$ cat src/rtl/ws2811_stream_encoder.sv
// WS2811/WS2812 single-wire NRZ encoder: byte handshake in, MSB-first timed bit cells out,
// with per-frame byte counting, automatic latch gap and underrun abort.
module ws2811_stream_encoder #(
  parameter int T_BIT           = 16,
  parameter int T0H             = 4,
  parameter int T1H             = 12,
  parameter int LATCH_CYCLES    = 640,
  parameter int BYTES_PER_FRAME = 90
) (
  input  logic       clk,
  input  logic       rst,
  input  logic [7:0] in_data,
  input  logic       in_valid,
  output logic       in_ready,
  output logic       ws2811,
  output logic       busy,
  output logic       frame_done,
  output logic       underrun
);

  if (!(T0H > 0 && T0H < T1H && T1H < T_BIT && LATCH_CYCLES >= 1 && BYTES_PER_FRAME >= 1))
  begin : g_param_check
    $error("ws2811_stream_encoder: illegal timing or frame parameters");
  end

  localparam int CW = $clog2(T_BIT);
  localparam int NW = $clog2(BYTES_PER_FRAME + 1);
  localparam int LW = (LATCH_CYCLES > 1) ? $clog2(LATCH_CYCLES) : 1;

  localparam logic [CW-1:0] CYC_LAST = CW'(T_BIT - 1);
  localparam logic [CW-1:0] HI_ZERO  = CW'(T0H);
  localparam logic [CW-1:0] HI_ONE   = CW'(T1H);
  localparam logic [NW-1:0] NB_FULL  = NW'(BYTES_PER_FRAME);
  localparam logic [LW-1:0] LC_LAST  = LW'(LATCH_CYCLES - 1);

  typedef enum logic [1:0] {
    IDLE  = 2'd0,
    SEND  = 2'd1,
    LATCH = 2'd2
  } state_t;

  state_t        state;
  logic [7:0]    hold;
  logic          hold_v;
  logic [7:0]    sh;
  logic [CW-1:0] cyc;
  logic [2:0]    bi;
  logic [NW-1:0] nb;
  logic [LW-1:0] lc;
  logic          aborted;

  logic          accept;
  logic          cell_end;
  logic          byte_end;
  logic          frame_full;
  logic          load;
  logic [CW-1:0] cyc_inc;
  logic [CW-1:0] hi_len;
  logic [NW-1:0] nb_inc;

  // Handshake: a byte transfers on every rising edge where in_valid and in_ready are both 1;
  // in_ready depends only on the holding flag, never on in_valid.
  assign in_ready   = ~hold_v;
  assign accept     = in_valid & ~hold_v;

  assign cyc_inc    = cyc + CW'(1);
  assign nb_inc     = nb + NW'(1);
  assign hi_len     = sh[bi] ? HI_ONE : HI_ZERO;
  assign cell_end   = (state == SEND) && (cyc == CYC_LAST);
  assign byte_end   = cell_end && (bi == 3'd0);
  assign frame_full = (nb_inc == NB_FULL);
  assign load       = hold_v && ((state == IDLE) || (byte_end && !frame_full));

  always_ff @(posedge clk) begin
    if (rst) begin
      hold   <= 8'd0;
      hold_v <= 1'b0;
    end else if (accept) begin
      hold   <= in_data;
      hold_v <= 1'b1;
    end else if (load) begin
      hold_v <= 1'b0;
    end
  end

  // ws2811 is registered from the next-cycle counter values, so each cell starts high
  // on the same edge that starts it and the pin never glitches.
  always_ff @(posedge clk) begin
    if (rst) begin
      state      <= IDLE;
      sh         <= 8'd0;
      cyc        <= '0;
      bi         <= 3'd0;
      nb         <= '0;
      lc         <= '0;
      aborted    <= 1'b0;
      ws2811     <= 1'b0;
      busy       <= 1'b0;
      frame_done <= 1'b0;
      underrun   <= 1'b0;
    end else begin
      frame_done <= 1'b0;
      underrun   <= 1'b0;
      case (state)
        IDLE: begin
          ws2811 <= 1'b0;
          busy   <= 1'b0;
          lc     <= '0;
          if (hold_v) begin
            sh     <= hold;
            bi     <= 3'd7;
            cyc    <= '0;
            nb     <= '0;
            ws2811 <= 1'b1;
            busy   <= 1'b1;
            state  <= SEND;
          end
        end

        SEND: begin
          if (cyc == CYC_LAST) begin
            cyc <= '0;
            if (bi != 3'd0) begin
              bi     <= bi - 3'd1;
              ws2811 <= 1'b1;
            end else begin
              nb <= nb_inc;
              if (frame_full) begin
                aborted <= 1'b0;
                lc      <= '0;
                ws2811  <= 1'b0;
                state   <= LATCH;
              end else if (hold_v) begin
                sh     <= hold;
                bi     <= 3'd7;
                ws2811 <= 1'b1;
              end else begin
                // Starved mid-frame: latch what the strip already has.
                aborted  <= 1'b1;
                underrun <= 1'b1;
                lc       <= '0;
                ws2811   <= 1'b0;
                state    <= LATCH;
              end
            end
          end else begin
            cyc    <= cyc_inc;
            ws2811 <= (cyc_inc < hi_len);
          end
        end

        LATCH: begin
          ws2811 <= 1'b0;
          if (lc == LC_LAST) begin
            frame_done <= ~aborted;
            busy       <= 1'b0;
            lc         <= '0;
            state      <= IDLE;
          end else begin
            lc <= lc + LW'(1);
          end
        end

        default: begin
          ws2811 <= 1'b0;
          busy   <= 1'b0;
          state  <= IDLE;
        end
      endcase
    end
  end

endmodule

$ cat config.mk
export PLATFORM = sky130hd
export DESIGN_NAME = ws2811_stream_encoder
export DESIGN_NICKNAME = d
export VERILOG_FILES = /design/src/rtl/ws2811_stream_encoder.sv
export SDC_FILE = /design/constraint.sdc
export NUM_CORES = 1
export LEC_CHECK = 0
export BUFFER_PORTS_ARGS = -buffer_cell sky130_fd_sc_hd__buf_2
export CORE_MARGIN = 1
export CORE_UTILIZATION = 58
export CTS_CLUSTER_DIAMETER = 80
export CTS_CLUSTER_SIZE = 8
export DETAILED_ROUTE_END_ITERATION = 12
export GPL_ROUTABILITY_DRIVEN = 0
export PLACE_DENSITY = 0.77
export SLEW_MARGIN = 15
export SYNTH_ARGS = -nofsm -noshare
export SYNTH_HDL_FRONTEND = slang
export SYNTH_SLANG_ARGS = --single-unit
$ cat constraint.sdc
create_clock -name clk -period 4.05 [get_ports clk]
set_input_delay 0.2025 -clock clk [delete_from_list [all_inputs] [get_ports clk]]
set_output_delay 0.2025 -clock clk [all_outputs]
set_load 0.005 [all_outputs]
Yosys cells after proc, flatten, opt, wreduce, memory -nomap -nowiden --
Cells that the tools add are included.
Word-level totals: bits in registers 48, input port bits 11, output and inout port bits 5, word-level logic and storage cells 107
Operators by class: $add $sub $neg 4, $lt $le $gt $ge 2, equal/unequal tests 13, multiplexer cells 45, bitwise gates (word level) 8, reductions and logical operators 22
Operator list (number):
- 2-to-1 mux 10 bit | 5
- 2-to-1 mux 8 bit | 4
- one-hot mux 10 bit (3 select lines) | 1
- 2-to-1 mux 7 bit | 3
- one-hot mux 8 bit (2 select lines) | 1
- AND reduction 4 bit | 4
- one-hot mux 7 bit (2 select lines) | 1
- 2-to-1 mux 2 bit | 6
- 2-to-1 mux 3 bit | 4
- 2-to-1 mux 4 bit | 3
- 2-to-1 mux 1 bit | 11
- adder 10 x 1 -> 10 bit (second input constant) | 1
- == test 10 bit (second input constant) | 1
- != test 2 bit (second input constant) | 4
- one-hot mux 4 bit (2 select lines) | 1
- adder 7 x 1 -> 7 bit (second input constant) | 1
- == test 7 bit (second input constant) | 1
- NOT 1 bit | 7
- one-hot mux 2 bit (3 select lines) | 1
- one-hot mux 3 bit (2 select lines) | 1
- nonzero test 3 bit | 2
- AND reduction 5 bit | 1
- OR reduction 5 bit | 1
- adder 4 x 1 -> 4 bit (second input constant) | 1
- other kinds (22) | 28

Depth between registers and ports, before layout --
word-level depth 8, mapped depth 8

Least setup slack after synthesis --
Ideal clock, no wire load.
path kind reg2reg, start register nb[0], end register lc[5], setup time 0.133 ns, arrival 1.877 ns, setup slack 2.040 ns, cell stages (with the launch flop) 7, buffers on the path 0, clock period less this slack 2.010 ns, cell sequence dfxtp_1 > ha_1 > nand3_1 > or3_1 > a32o_1 > o311ai_0 > a31oi_1
Between the ends: longest elaborated chain between the ends 6
Ends and longest elaborated chain:
- from (decl) | line 48 | logic [NW-1:0] nb;
- from (signal assigned) | line 127 | nb <= nb_inc;
- adder 7 x 1 -> 7 bit (*) | line 67 | assign nb_inc = nb + NW'(1);
- == test 7 bit (*) | line 71 | assign frame_full = (nb_inc == NB_FULL);
- 2-to-1 mux 10 bit | line 128 | if (frame_full) begin
- 2-to-1 mux 10 bit | line 123 | if (bi != 3'd0) begin
- 2-to-1 mux 10 bit | line 121 | if (cyc == CYC_LAST) begin
- one-hot mux 10 bit (3 select lines) | line 104 | case (state)
- to (signal assigned) | line 160 | lc <= lc + LW'(1);
- to (decl) | line 49 | logic [LW-1:0] lc;
Every way passes the cells marked *; elsewhere a longest branch is shown, timed or not. The select of a mux whose other input is x is not followed. A chain may end at the register's enable or synchronous reset.

Worst setup path in the final report --
start register nb[0], end register lc[1]
The elaborated chain is that of the path after synthesis.

==> results.md <==
- Status: finished, final reports clean
- Synth area leaders: dfxtp_1 (38%), a21oi_1 (5.9%), nand2b_1 (4.9%)
- Worst R2R Setup Slack: around 1700 ps
- Finished Layout Cells: 358
- Full die area: 4657 um^2
- Post-cts repair resize count: 0
- CP max stage delay: around 460 ps
- Hold path depth: 3
- Part of the power in registers: 0.568
- Critical path capture point type: flip-flop
- Layout cells sized above 1: 0.1104
- Crit path launch type: flip-flop
- # nets final: about 330
- Clk Latency, worst-skew pair: between 300 and 400 ps
- Clock root cell: clkbuf_8
- HP Start: in_data[2]
- Reg2reg path depth: 6
- Top-count cell post-synth: dfxtp_1
- Initial antenna violation count: 0
- Leak Pwr: approximately 0.90 nW
- Post-synth top area share: 0.3776
- Post-synth EDFFs: 0
- Wire length on met1: 2.473 mm
- Main synth FF type: dfxtp_1
- Comb power frac: 0.094
- Internal cell power: approximately 0.00066 W
- WP data arrival: 2530 ps
- Crit path max-delay family: compound AO/OA/AOI/OAI gates
- Synthesized area: approximately 2500 um^2
- Psw: about 0.00022 W
- Fin. max-slew vios: 0
- Vias in the first global route: approximately 1900
- PwrDens: approximately 320 nW/um^2
- Mapped Avg Cell Area: 8.455 um^2
- Diodes inserted: 0
- Worst reg2reg path endpoint: lc[1]$_SDFFE_PP0P_
- Post-route ant nets: 0
- Net Sw Frac: 0.2514
- CTS tree: done
- Chip height: between 60 and 70 um
- RSZ-0062 raised after global routing: no
- CORE AREA: 4115 um^2
- Hold buffer count at CTS: 0
- Vias: 2197
- Syn. warnings: 0
- Starting DRT DRC Count: roughly 190
- Buffer depth of the longest clock path: 2
- Grt ovf: 0
- Sequential share of the synthesized area: 0.3776
- Max_cap viols: 0
- Hpwl dp: 3.705 mm
- Largest area contributor in the netlist: dfxtp_1
- Post-DR vias/cell: approximately 6.1
- Syn nets: between 300 and 400
- Final setup viols: 0
- Setup Buffers After CTS: 0
- Worst Path Buf+Inv: 0
- Post-synth top cells: dfxtp_1 (48), nand2_1 (31), a21oi_1 (30)
- Largest net degree at the start of global routing: 59
- Pre-Repair DR Iteration Count: 4
- Hold Fails Final Rpt: 0
- Cells after Synth: between 300 and 400
- Post-Synth Adder-Cell Area: 0.03441
- Max VDD drop: around 0.24 mV
- Ys async rst share: 0
- Worst Path Max Fanout: 9
- Worst reg2reg path startpoint: nb[0]$_SDFFE_PP0P_
- Num Clock Sinks: 48
- Compound-gate portion of the synthesized area: 0.2134
- P&R area growth vs syn: 6.391%
- DR WL met3: 269 um
- Die W: a little under 70 um
- Inserted Clock Buffers: 5
- Worst setup path class: reg -> reg
- H-tree levels: 2
- Final setup skew: between 9 and 10 ps
- Main combinational cell family by area after synthesis: simple AND/OR/NAND/NOR gates
- Detailed Route WL: ~5.3 mm
- CP required: ~4200 ps
- Fmax: roughly 420 MHz
- Drt wl/cell: between 10 and 15 um
- First-pass GRT wire length: ~8.5 mm
- XOR/XNOR share of the synthesized area: 0.003441
- Placed cells: 350
- Reg clk slew, reported paths: around 90 ps
- Tmin final: about 2400 ps
- Setup tns final: 0 ps
- Ports: 16
- DR top layer: met4
- Clk network pwr share: 0.338
- Row count: 23
- Slew margin rel.: 0.3971
- CP max-delay cell: dfxtp_1
- Initial Util: 0.6184
- CP cell instances: ha_1 -> nand3_1 -> or3_1 -> a32o_1 -> o311ai_0 -> a21oi_1
- Post-Synth Simple-Gate Area: 0.2738
- DR DRC count: 0
- Post-DP Area: 2614 um^2
- Overall global routing resource usage: 0.2468
- Hold Crit Class: in -> reg
- Multiplexer share of the synthesized area: 0.06146
- Met2 wire length: roughly 2.4 mm
- Final cycle utilization of the critical path: 0.5865
- Least-Margin Pin Slew: 904.4 ps
- Finished Cell Area: 2708 um^2
- Worst Hold Endpoint: hold[2]$_SDFFE_PP0P_
- PortBufs: 15
- Distinct cells, synth: 54
- Synth Register Bits: 48
-- metrics by stage --
step | worst slack (ps) | utilization | power, W | hold slack [ps]
CTS | 1701 | 0.6580 | 0.0008885 | 122.5
finish | 1675 | 0.6580 | 0.0008786 | 128.3
global route | 1432 | 0.6580 | 0.0009184 | 118.1
global placement | 1717 | 0.6351 | 0.0005908 | 440.9
floorplan | 2040 | - | 0.0005712 | 338.5
detailed placement | 1727 | 0.6351 | 0.0005933 | 436.7
-- cells in the final DEF, fill, tap and decap left out, types with 7 or more instances in the layout --
cell      count
ha_1          7
dfxtp_1      48
or3_1         9
buf_2        15
nor3_1        8
mux2i_1      10
nand2_1      31
nor2_1       17
nand2b_1     20
nand3_1      12
o21ai_0       8
a31oi_1       7
a21oi_1      30
-- layer usage --
layer / global-route usage / up-vias
met1: 0.3015 / 1016
met2: 0.4044 / 49
met5: 0 / -
li1: - / 1122
met3: 0.07500 / 10
met4: 0.09115 / 0
-- final cells by class --
type | instances | area [um^2]
clock inverters | 1 | 7.507
multi-input cells | 231 | 1493
flip-flops and latches | 48 | 960.9
well taps | 50 | 62.56
repair buffers | 15 | 75.07
fillers | 353 | 1408
clock buffers | 7 | 86.33
inverters | 6 | 22.52
-- registers in the layout, indices dropped and copies added, names as in the netlist, 2 cells and up --
name,flops
bi,3
hold,8
nb,7
sh,8
lc,10
cyc,4
state,2
-- power by group through the flow --
| stage | Sequential (W) | Combinational (W) | Clock, W |
|---|---|---|---|
| final | 0.000499 | 0.0000827 | 0.000297 |
| after global routing | 0.000502 | 0.0000930 | 0.000324 |
| after CTS | 0.000499 | 0.0000832 | 0.000306 |
| after detailed placement | 0.000510 | 0.0000829 | 0 |
| after global placement | 0.000509 | 0.0000815 | 0 |
| after floorplan | 0.000503 | 0.0000683 | 0 |
-- cell families after synthesis --
| kind of cell | after synthesis |
|---|---|
| fa+ha+maj | 7 |
| mux | 13 |
| compound gates | 82 |
| buf+inv | 22 |
| xor+xnor | 1 |
| flops | 48 |
| simple gates | 128 |
-- worst max path at each step --
stage	start	endpoint	slack (ps)	depth (start not counted)
after floorplan	nb[0]$_SDFFE_PP0P_	lc[5]$_SDFFE_PP0P_	2040	6
after global placement	nb[0]$_SDFFE_PP0P_	lc[9]$_SDFFE_PP0P_	1720	6
after detailed placement	nb[0]$_SDFFE_PP0P_	lc[1]$_SDFFE_PP0P_	1730	6
after CTS	nb[0]$_SDFFE_PP0P_	lc[1]$_SDFFE_PP0P_	1700	6
after global routing	nb[0]$_SDFFE_PP0P_	sh[7]$_SDFFE_PP0P_	1430	6
final	nb[0]$_SDFFE_PP0P_	lc[1]$_SDFFE_PP0P_	1670	6
-- worst min-delay path: stages --
cell and delay, ps:
buf_2 90, nand2_1 40, a21oi_1 50
Note: power is estimated with default switching activity, not from simulation.
